$ cat src/rtl/deconv_col_packer_if.sv
// Column-in / beat-out bundle for deconv_col_packer.
// The master modport is the packer's view (it masters the output beat stream);
// the slave modport is the view of whoever feeds columns and sinks beats.
interface deconv_col_packer_if #(
  parameter int PIX_WIDTH = 8,
  parameter int N_PIX_OUT = 19,
  parameter int BEAT_PIX  = 4
);
  logic                              col_valid_i;
  logic [2*PIX_WIDTH*N_PIX_OUT-1:0]  col_data_i;
  logic [3:0]                        cfg_shift_i;
  logic                              cfg_relu_i;
  logic                              m_valid_o;
  logic                              m_ready_i;
  logic [BEAT_PIX*PIX_WIDTH-1:0]     m_data_o;
  logic [BEAT_PIX-1:0]               m_keep_o;
  logic                              m_last_o;
  logic                              frame_done_o;
  logic                              overflow_o;
  logic                              ovf_clr_i;

  modport master (
    input  col_valid_i, col_data_i, cfg_shift_i, cfg_relu_i, m_ready_i, ovf_clr_i,
    output m_valid_o, m_data_o, m_keep_o, m_last_o, frame_done_o, overflow_o
  );

  modport slave (
    output col_valid_i, col_data_i, cfg_shift_i, cfg_relu_i, m_ready_i, ovf_clr_i,
    input  m_valid_o, m_data_o, m_keep_o, m_last_o, frame_done_o, overflow_o
  );
endinterface

$ cat src/rtl/deconv_col_packer.sv
// Requantises finished deconvolution columns, buffers up to two of them and
// streams each one out as BEAT_PIX-pixel beats.
//
//  state  | meaning
//  IDLE   | no column in flight, waiting for a buffered or arriving column
//  LOAD   | one cycle: point at the oldest entry, clear the beat counter
//  SEND   | present beats; advance on handshake, release entry on last beat
module deconv_col_packer #(
  parameter int PIX_WIDTH = 8,
  parameter int N_PIX_OUT = 19,
  parameter int BEAT_PIX  = 4
) (
  input logic                  clk,
  input logic                  rst,
  deconv_col_packer_if.master  bus
);

  localparam int LANE_W  = 2 * PIX_WIDTH;
  localparam int COL_W   = PIX_WIDTH * N_PIX_OUT;
  localparam int BEAT_W  = PIX_WIDTH * BEAT_PIX;
  localparam int N_BEATS = (N_PIX_OUT + BEAT_PIX - 1) / BEAT_PIX;
  localparam int PAD_W   = N_BEATS * BEAT_W;
  localparam int BW      = (N_BEATS > 1) ? $clog2(N_BEATS) : 1;
  localparam int CW      = (N_PIX_OUT > 1) ? $clog2(N_PIX_OUT) : 1;
  localparam int REM     = N_PIX_OUT % BEAT_PIX;

  localparam logic [BEAT_PIX-1:0] LAST_KEEP =
    (REM == 0) ? {BEAT_PIX{1'b1}} : BEAT_PIX'((1 << REM) - 1);
  localparam logic [BW-1:0] LAST_BEAT = BW'(N_BEATS - 1);
  localparam logic [CW-1:0] LAST_COL  = CW'(N_PIX_OUT - 1);

  localparam logic signed [LANE_W:0] PIX_MAX = (LANE_W+1)'((1 << (PIX_WIDTH-1)) - 1);
  localparam logic signed [LANE_W:0] PIX_MIN = -PIX_MAX - (LANE_W+1)'(1);

  localparam logic [1:0] S_IDLE = 2'd0;
  localparam logic [1:0] S_LOAD = 2'd1;
  localparam logic [1:0] S_SEND = 2'd2;

  // Round-half-up arithmetic shift, saturate, optional ReLU. One guard bit
  // keeps the rounding add from wrapping at the top of the lane range.
  function automatic logic [PIX_WIDTH-1:0] requant(
    input logic signed [LANE_W-1:0] x,
    input logic [3:0]               sh,
    input logic                     relu
  );
    logic signed [LANE_W:0] ext;
    logic signed [LANE_W:0] shf;
    logic [PIX_WIDTH-1:0]   pix;
    ext = {x[LANE_W-1], x};
    if (sh != 4'd0) ext = ext + ((LANE_W+1)'(1) << (sh - 4'd1));
    shf = ext >>> sh;
    if (shf > PIX_MAX)      pix = PIX_MAX[PIX_WIDTH-1:0];
    else if (shf < PIX_MIN) pix = PIX_MIN[PIX_WIDTH-1:0];
    else                    pix = shf[PIX_WIDTH-1:0];
    if (relu && pix[PIX_WIDTH-1]) pix = '0;
    return pix;
  endfunction

  logic [1:0]       state;
  logic [COL_W-1:0] col_buf [2];
  logic             wr_ptr, rd_ptr;
  logic [1:0]       count;
  logic [BW-1:0]    beat;
  logic [CW-1:0]    col_cnt;
  logic             frame_done, overflow;
  logic [COL_W-1:0] q_col;
  logic [PAD_W-1:0] padded;
  logic             fire, last_fire, accept, drop;

  // Requantise every lane of the incoming column with the cfg of this pulse,
  // so buffered columns are immune to later cfg changes.
  always_comb begin
    q_col = '0;
    for (int i = 0; i < N_PIX_OUT; i++)
      q_col[i*PIX_WIDTH +: PIX_WIDTH] =
        requant(bus.col_data_i[i*LANE_W +: LANE_W], bus.cfg_shift_i, bus.cfg_relu_i);
  end

  // Handshake decode; an entry freed by the last beat can take a new column
  // in the same cycle.
  always_comb begin
    fire      = (state == S_SEND) && bus.m_ready_i;
    last_fire = fire && (beat == LAST_BEAT);
    accept    = bus.col_valid_i && ((count != 2'd2) || last_fire);
    drop      = bus.col_valid_i && !accept;
  end

  // Column storage; occupancy is tracked by count, so data needs no reset.
  always_ff @(posedge clk) begin
    if (accept) col_buf[wr_ptr] <= q_col;
  end

  // Two-entry FIFO pointers and occupancy.
  always_ff @(posedge clk or posedge rst) begin
    if (rst) begin
      wr_ptr <= 1'b0;
      rd_ptr <= 1'b0;
      count  <= 2'd0;
    end else begin
      if (accept)    wr_ptr <= ~wr_ptr;
      if (last_fire) rd_ptr <= ~rd_ptr;
      case ({accept, last_fire})
        2'b10:   count <= count + 2'd1;
        2'b01:   count <= count - 2'd1;
        default: count <= count;
      endcase
    end
  end

  // Sequencer: IDLE -> LOAD -> SEND -> LOAD/IDLE, plus beat counter.
  // IDLE reacts to the arriving pulse directly so the first beat lands at t+2.
  always_ff @(posedge clk or posedge rst) begin
    if (rst) begin
      state <= S_IDLE;
      beat  <= '0;
    end else begin
      case (state)
        S_IDLE: if (accept || count != 2'd0) state <= S_LOAD;
        S_LOAD: begin
          beat  <= '0;
          state <= S_SEND;
        end
        S_SEND: if (fire) begin
          if (beat == LAST_BEAT) begin
            beat  <= '0;
            state <= (count == 2'd2 || accept) ? S_LOAD : S_IDLE;
          end else begin
            beat <= beat + 1'b1;
          end
        end
        default: state <= S_IDLE;
      endcase
    end
  end

  // Column-in-frame counter, frame pulse and sticky overflow.
  always_ff @(posedge clk or posedge rst) begin
    if (rst) begin
      col_cnt    <= '0;
      frame_done <= 1'b0;
      overflow   <= 1'b0;
    end else begin
      frame_done <= last_fire && (col_cnt == LAST_COL);
      if (last_fire) col_cnt <= (col_cnt == LAST_COL) ? '0 : col_cnt + 1'b1;
      if (drop)               overflow <= 1'b1;
      else if (bus.ovf_clr_i) overflow <= 1'b0;
    end
  end

  // Beat mux straight off the held entry: stable under backpressure, and
  // forced to zero outside SEND so reset clears the bus immediately.
  always_comb begin
    padded        = PAD_W'(col_buf[rd_ptr]);
    bus.m_valid_o = (state == S_SEND);
    bus.m_data_o  = '0;
    bus.m_keep_o  = '0;
    bus.m_last_o  = 1'b0;
    if (state == S_SEND) begin
      for (int b = 0; b < N_BEATS; b++)
        if (beat == BW'(b)) bus.m_data_o = padded[b*BEAT_W +: BEAT_W];
      bus.m_last_o = (beat == LAST_BEAT);
      bus.m_keep_o = (beat == LAST_BEAT) ? LAST_KEEP : {BEAT_PIX{1'b1}};
    end
  end

  assign bus.frame_done_o = frame_done;
  assign bus.overflow_o   = overflow;

endmodule

$ cat src/flat_wrapper.sv
// flat-port wrapper written by rule: the top's interface ports become plain ports
module deconv_col_packer_flat 
#(
  parameter int PIX_WIDTH = 8,
  parameter int N_PIX_OUT = 19,
  parameter int BEAT_PIX  = 4
)
  (clk, rst, bus_col_valid_i, bus_col_data_i, bus_cfg_shift_i, bus_cfg_relu_i, bus_m_ready_i, bus_ovf_clr_i, bus_m_valid_o, bus_m_data_o, bus_m_keep_o, bus_m_last_o, bus_frame_done_o, bus_overflow_o);
  deconv_col_packer_if #(.PIX_WIDTH(PIX_WIDTH), .N_PIX_OUT(N_PIX_OUT), .BEAT_PIX(BEAT_PIX)) bus_i ();
  input logic clk;
  input logic rst;
  input wire logic [$bits(bus_i.col_valid_i)-1:0] bus_col_valid_i;
  input wire logic [$bits(bus_i.col_data_i)-1:0] bus_col_data_i;
  input wire logic [$bits(bus_i.cfg_shift_i)-1:0] bus_cfg_shift_i;
  input wire logic [$bits(bus_i.cfg_relu_i)-1:0] bus_cfg_relu_i;
  input wire logic [$bits(bus_i.m_ready_i)-1:0] bus_m_ready_i;
  input wire logic [$bits(bus_i.ovf_clr_i)-1:0] bus_ovf_clr_i;
  output wire logic [$bits(bus_i.m_valid_o)-1:0] bus_m_valid_o;
  output wire logic [$bits(bus_i.m_data_o)-1:0] bus_m_data_o;
  output wire logic [$bits(bus_i.m_keep_o)-1:0] bus_m_keep_o;
  output wire logic [$bits(bus_i.m_last_o)-1:0] bus_m_last_o;
  output wire logic [$bits(bus_i.frame_done_o)-1:0] bus_frame_done_o;
  output wire logic [$bits(bus_i.overflow_o)-1:0] bus_overflow_o;
  assign bus_i.col_valid_i = bus_col_valid_i;
  assign bus_i.col_data_i = bus_col_data_i;
  assign bus_i.cfg_shift_i = bus_cfg_shift_i;
  assign bus_i.cfg_relu_i = bus_cfg_relu_i;
  assign bus_i.m_ready_i = bus_m_ready_i;
  assign bus_i.ovf_clr_i = bus_ovf_clr_i;
  assign bus_m_valid_o = bus_i.m_valid_o;
  assign bus_m_data_o = bus_i.m_data_o;
  assign bus_m_keep_o = bus_i.m_keep_o;
  assign bus_m_last_o = bus_i.m_last_o;
  assign bus_frame_done_o = bus_i.frame_done_o;
  assign bus_overflow_o = bus_i.overflow_o;
  deconv_col_packer #(.PIX_WIDTH(PIX_WIDTH), .N_PIX_OUT(N_PIX_OUT), .BEAT_PIX(BEAT_PIX)) u_core (.clk(clk), .rst(rst), .bus(bus_i));
endmodule
$ cat config.mk
export PLATFORM = sky130hd
export DESIGN_NAME = deconv_col_packer_flat
export DESIGN_NICKNAME = d
export VERILOG_FILES = /design/src/rtl/deconv_col_packer_if.sv /design/src/rtl/deconv_col_packer.sv /design/src/flat_wrapper.sv
export SDC_FILE = /design/constraint.sdc
export NUM_CORES = 2
export LEC_CHECK = 0
export ABC_AREA = 1
export CAP_MARGIN = 10
export CORE_MARGIN = 2
export CORE_UTILIZATION = 50
export CTS_BUF_LIST = sky130_fd_sc_hd__clkbuf_16
export DETAILED_ROUTE_END_ITERATION = 12
export GPL_ROUTABILITY_DRIVEN = 1
export PLACE_DENSITY = 0.69
export SYNTH_ARGS = -nofsm -noshare
export SYNTH_HDL_FRONTEND = slang
export SYNTH_SLANG_ARGS = --single-unit
$ cat constraint.sdc
create_clock -name clk -period 11.5 [get_ports clk]
set_input_delay 2.3 -clock clk [delete_from_list [all_inputs] [get_ports clk]]
set_output_delay 2.3 -clock clk [all_outputs]
set_load 0.05 [all_outputs]
==> impl.org <==
** Timing
- Setup total negative slack on the finished layout was measured at 0 ns.
- Minimum clock period after layout :: 7.51 ns
- Slew Viols, Final :: 0
- Setup violations remaining at the end of the flow were counted as 0.
- RSZ-0062 raised after global routing :: no
- Post-route fraction of the period consumed by the critical path :: 65.3%
- Derived from the worst setup path, the maximum achievable clock frequency is 0.133 GHz.
- Remaining max-slew budget at the tightest pin :: 12.8%
- Least-Margin Pin Slew :: 1.31 ns
- Worst clock skew :: 0.0389 ns
- Final hold viol count :: 0

** Clocking
- The clock tree synthesis step divided the H-tree into 2 levels.
- CTS Root Cell :: sky130_fd_sc_hd__clkbuf_16
- CTS clock-pin slew for the worst setup and hold paths :: 0.06 ns
- Insertion delay to the later sink of the worst-skew pair :: 0.59 ns
- Setup bufs post-CTS :: 0
- The longest clock path from root to sink contains 3 buffers.
- CTS Hold Buffers Added :: 0
- Clock tree from TritonCTS :: built
- TritonCTS buffer count :: 36
- Number of instances resized during post-cts repair :: 0
- For this design, the sink count on the clock tree is 320.

** Setup path
- The critical path is of the input pin to flip-flop type.
- The critical path contains buffers and inverters numbering 3 combined.
- STA puts the critical path data arrival time at 7.87 ns.
- CP dominant cell by count :: sky130_fd_sc_hd__nand2_1
- On the critical path, the stage with the largest delay is an instance of sky130_fd_sc_hd__buf_4.
- Top fanout value on the critical path :: 66
- STA classifies the critical path endpoint as a flip-flop.
- Data on the critical path is required at its endpoint by 11.86 ns.
- Cells traversed along the worst timing path :: buf_8, buf_4, nand2_1, nor2_4, buf_4, ha_1, a21oi_1, o21ai_0, a21oi_1, nand2_1, nand2_1, nand3_1, nand3_1, nand3_1, nand3_1, nand3_1, nand2_1, nand2_1, nor2_1, nand2_1, nand2_1, nand3_2, a21oi_1
- Startpoint class of the critical path :: input pin
- In this design, the largest share of critical-path delay is due to simple AND/OR/NAND/NOR gates.
- In this design, the stage delay of the slowest critical-path cell is 0.77 ns.

** Floorplan
- Num rows :: 118
- Number of top-level pins :: 354
- Vert. Die Dim :: 326 um
- The initial utilization of the core area, before any placement, comes to 50.3%.
- In this run the horizontal extent of the chip is 326 um.
- Placeable Area :: 103000 um2
- The die covers 106000 um2.

** Synthesis
- Post-synthesis net count :: 9716
- After synthesis the netlist holds a flip-flop and latch count of 320.
- After synthesis, the largest area contributor takes up 22.5% of total cell area.
- Number of synthesis warnings :: 0
- After synthesis the cells add up to 51900 um2.
- Count of mapped cells out of synthesis :: 9223
- For this run, the leading register cell type out of synthesis is sky130_fd_sc_hd__edfxtp_1.
- Yosys cell types :: 74
- Register area share after synthesis :: 18.4%
- In this run the mean area of a mapped cell was 5.63 um2.
- Most area-hungry cell type in the Yosys netlist :: sky130_fd_sc_hd__nand2_1
- Asr flop ratio synth :: 5.00%
- Cells taking the most area after synthesis :: sky130_fd_sc_hd__nand2_1, sky130_fd_sc_hd__edfxtp_1, sky130_fd_sc_hd__nand3_1
- Yosys mapped a number of flops with a built-in enable equal to 304.

** Global route
- Final global-route overflow total :: 0
- Number of antenna violations at the first check in global routing :: 33
- Via count of the first global-routing pass :: 56761
- Global routing used 42.6% of the available tracks.
- Pin count of the biggest net entering global routing :: 189
- Global-route wire length before repair :: 350000 um

** Placement
- Buffers placed on the I/O ports in this run total 353.
- RePlAce Congestion :: 1.03
- After detailed placement, the total cell area comes to 56000 um2.
- Detailed placement finished with a half-perimeter wire length of 180000 um.

** Power
- Worst IR drop on VDD :: 0.212 mV
- Leakage :: 29.1 nW
- Total power per unit cell area :: 115 nW/um2

** Detailed routing
- Per-cell via count in the routed design :: 6.08
- In the final routed layout, each cell accounts on average for 22.2 um.
- The detailed router finished its first iteration with 8081 violations.
- Count of vias placed by the detailed router :: 64837
- For this run, the detailed router's first-pass iteration total came to 7.
- Once detail routing completed, the nets flagged for antenna violations numbered 0.
- In the routed design, unresolved DRC markers number 0.
- After detailed routing, the total wire length is 237000 um.

** Job
- MaxCap Viol Count :: 0

** Final layout
- Total non-filler cell area in the finished layout :: 57200 um2
- Of the cells placed in the final design, the portion with a size suffix greater than 1 is 5.00%.
- Relative to the synthesized area, the layout overhead comes to 10.3%.
- Post-layout net count :: 9748

** Min path
- Tightest Hold Check Type :: flip-flop to flip-flop

** Outcome
- Run status :: finished clean
per-stage QoR:
| stage | total power, mW | std cells | setup slack [ns] | utilization [%] | hold slack, ns |
|---|---|---|---|---|---|
| 2_1_floorplan | 4.04 | 9223 | 1.42 | - | 0.453 |
| 3_3_place_gp | 5.21 | 10597 | 3.82 | 54.2 | 0.479 |
| 3_5_place_dp | 5.25 | 10597 | 3.74 | 54.2 | 0.482 |
| 4_1_cts | 6.47 | 10658 | 4.32 | 55.5 | 0.491 |
| 5_1_grt | 6.88 | 10663 | 3.76 | 55.5 | 0.505 |
| 6_report | 6.57 | 10666 | 3.99 | 55.5 | 0.492 |
layer usage:
| layer | wire length (um) | track usage [%] | share of wire [%] |
|---|---|---|---|
| met1 | 98900 | 58.8 | 42 |
| met2 | 97000 | 62.8 | 41 |
| met3 | 27900 | 10.3 | 12 |
| met4 | 12800 | 19.0 | 5.4 |
| met5 | 303 | 0 | 0.13 |
final cells by class:
| class | instances | area [um2] |
|---|---|---|
| antenna | 8 | 20.0 |
| clock buffer | 36 | 901 |
| clock inverter | 25 | 345 |
| fill | 10694 | 46000 |
| inverter | 836 | 3190 |
| multi-input combinational | 7637 | 37400 |
| sequential | 320 | 9530 |
| tap | 1380 | 1730 |
| timing repair buffer | 424 | 4160 |
registers in the layout, indices dropped and copies added, names as in the netlist:
signal,count
u_core.beat,3
u_core.bus.frame_done_o,1
u_core.bus.overflow_o,1
u_core.col_buf,304
u_core.col_cnt,5
u_core.count,2
u_core.rd_ptr,1
u_core.state,2
u_core.wr_ptr,1
cells in the final DEF, fill, tap and decap left out, drive strengths merged, types with 30 or more instances in the layout:
cell type and n:
nand3 1770, mux2i 62, o31ai 33, o211ai 39
ha 179, nor2 739, o21ai 421, nand2 3211
o221ai 32, clkdlybuf4s50 349, xor2 80, nor3 55
clkbuf 36, nand4 112, a31oi 30, inv 834
or2 81, buf 75, a21oi 492, edfxtp 304
kinds of logic after synthesis:
family / Yosys count / share of synthesized area [%]
DFF: 320 / 18.4
AOI/OAI and AO/OA: 1252 / 14.0
muxes: 63 / 1.22
buffers and inverters: 1266 / 9.80
and+or+nand+nor: 6054 / 50.8
xor gates and xnor gates: 89 / 1.50
adders and majority gates: 179 / 4.31
path summary, 6_finish.rpt:
| check | start | endpoint | slack (ns) | depth (start not counted) |
|---|---|---|---|---|
| worst max-delay path | bus_cfg_shift_i[2] | u_core.col_buf[0][36] | 3.99 | 23 |
| worst min-delay path | u_core.col_cnt[3] | u_core.col_cnt[3] | 0.49 | 1 |
| worst max register to register | u_core.state[0] | u_core.col_buf[0][102] | 6.84 | 8 |
| worst min register to register | u_core.col_cnt[3] | u_core.col_cnt[3] | 0.49 | 1 |
| max in group asynchronous | rst | u_core.rd_ptr | 8.77 | 2 |
| min in group asynchronous | rst | u_core.beat[0] | 2.17 | 2 |
worst reg2reg max path, stage by stage (launching register included):
cell,delay (ns)
sky130_fd_sc_hd__dfrtp_1,0.41
sky130_fd_sc_hd__nor2_1,0.30
sky130_fd_sc_hd__clkinv_1,0.71
sky130_fd_sc_hd__nor2_1,0.38
sky130_fd_sc_hd__nand2_1,0.22
sky130_fd_sc_hd__clkinv_1,0.19
sky130_fd_sc_hd__o21ai_0,0.34
sky130_fd_sc_hd__nor2_4,0.74
sky130_fd_sc_hd__buf_4,0.84
where the power goes:
group          switching (mW)  total [mW]  internal [mW]
clock                   0.502        1.24          0.734
sequential             0.0967        1.74           1.64
combinational            2.58        3.60           1.02
cells in the mapped netlist, drive strengths merged, types with 6 or more instances:
| cell | number |
|---|---|
| nand2 | 3211 |
| nand3 | 1770 |
| inv | 830 |
| nor2 | 739 |
| a21oi | 492 |
| o21ai | 421 |
| edfxtp | 304 |
| buf | 232 |
| clkbuf | 198 |
| ha | 179 |
| nand4 | 112 |
| or2 | 81 |
| xor2 | 80 |
| mux2i | 62 |
| nor3 | 55 |
| o211ai | 39 |
| o31ai | 33 |
| o221ai | 32 |
| a31oi | 30 |
| and2 | 27 |
| o21bai | 27 |
| o22ai | 27 |
| a221o | 24 |
| and3 | 24 |
| o41ai | 24 |
| a21o | 21 |
| nand3b | 17 |
| nor3b | 17 |
| dfrtp | 16 |
| a21boi | 15 |
| o21a | 14 |
| a211oi | 10 |
| o32ai | 9 |
| xnor2 | 9 |
| o22a | 8 |
| clkinv | 6 |
No activity file was read; power rests on OpenSTA's default activity.
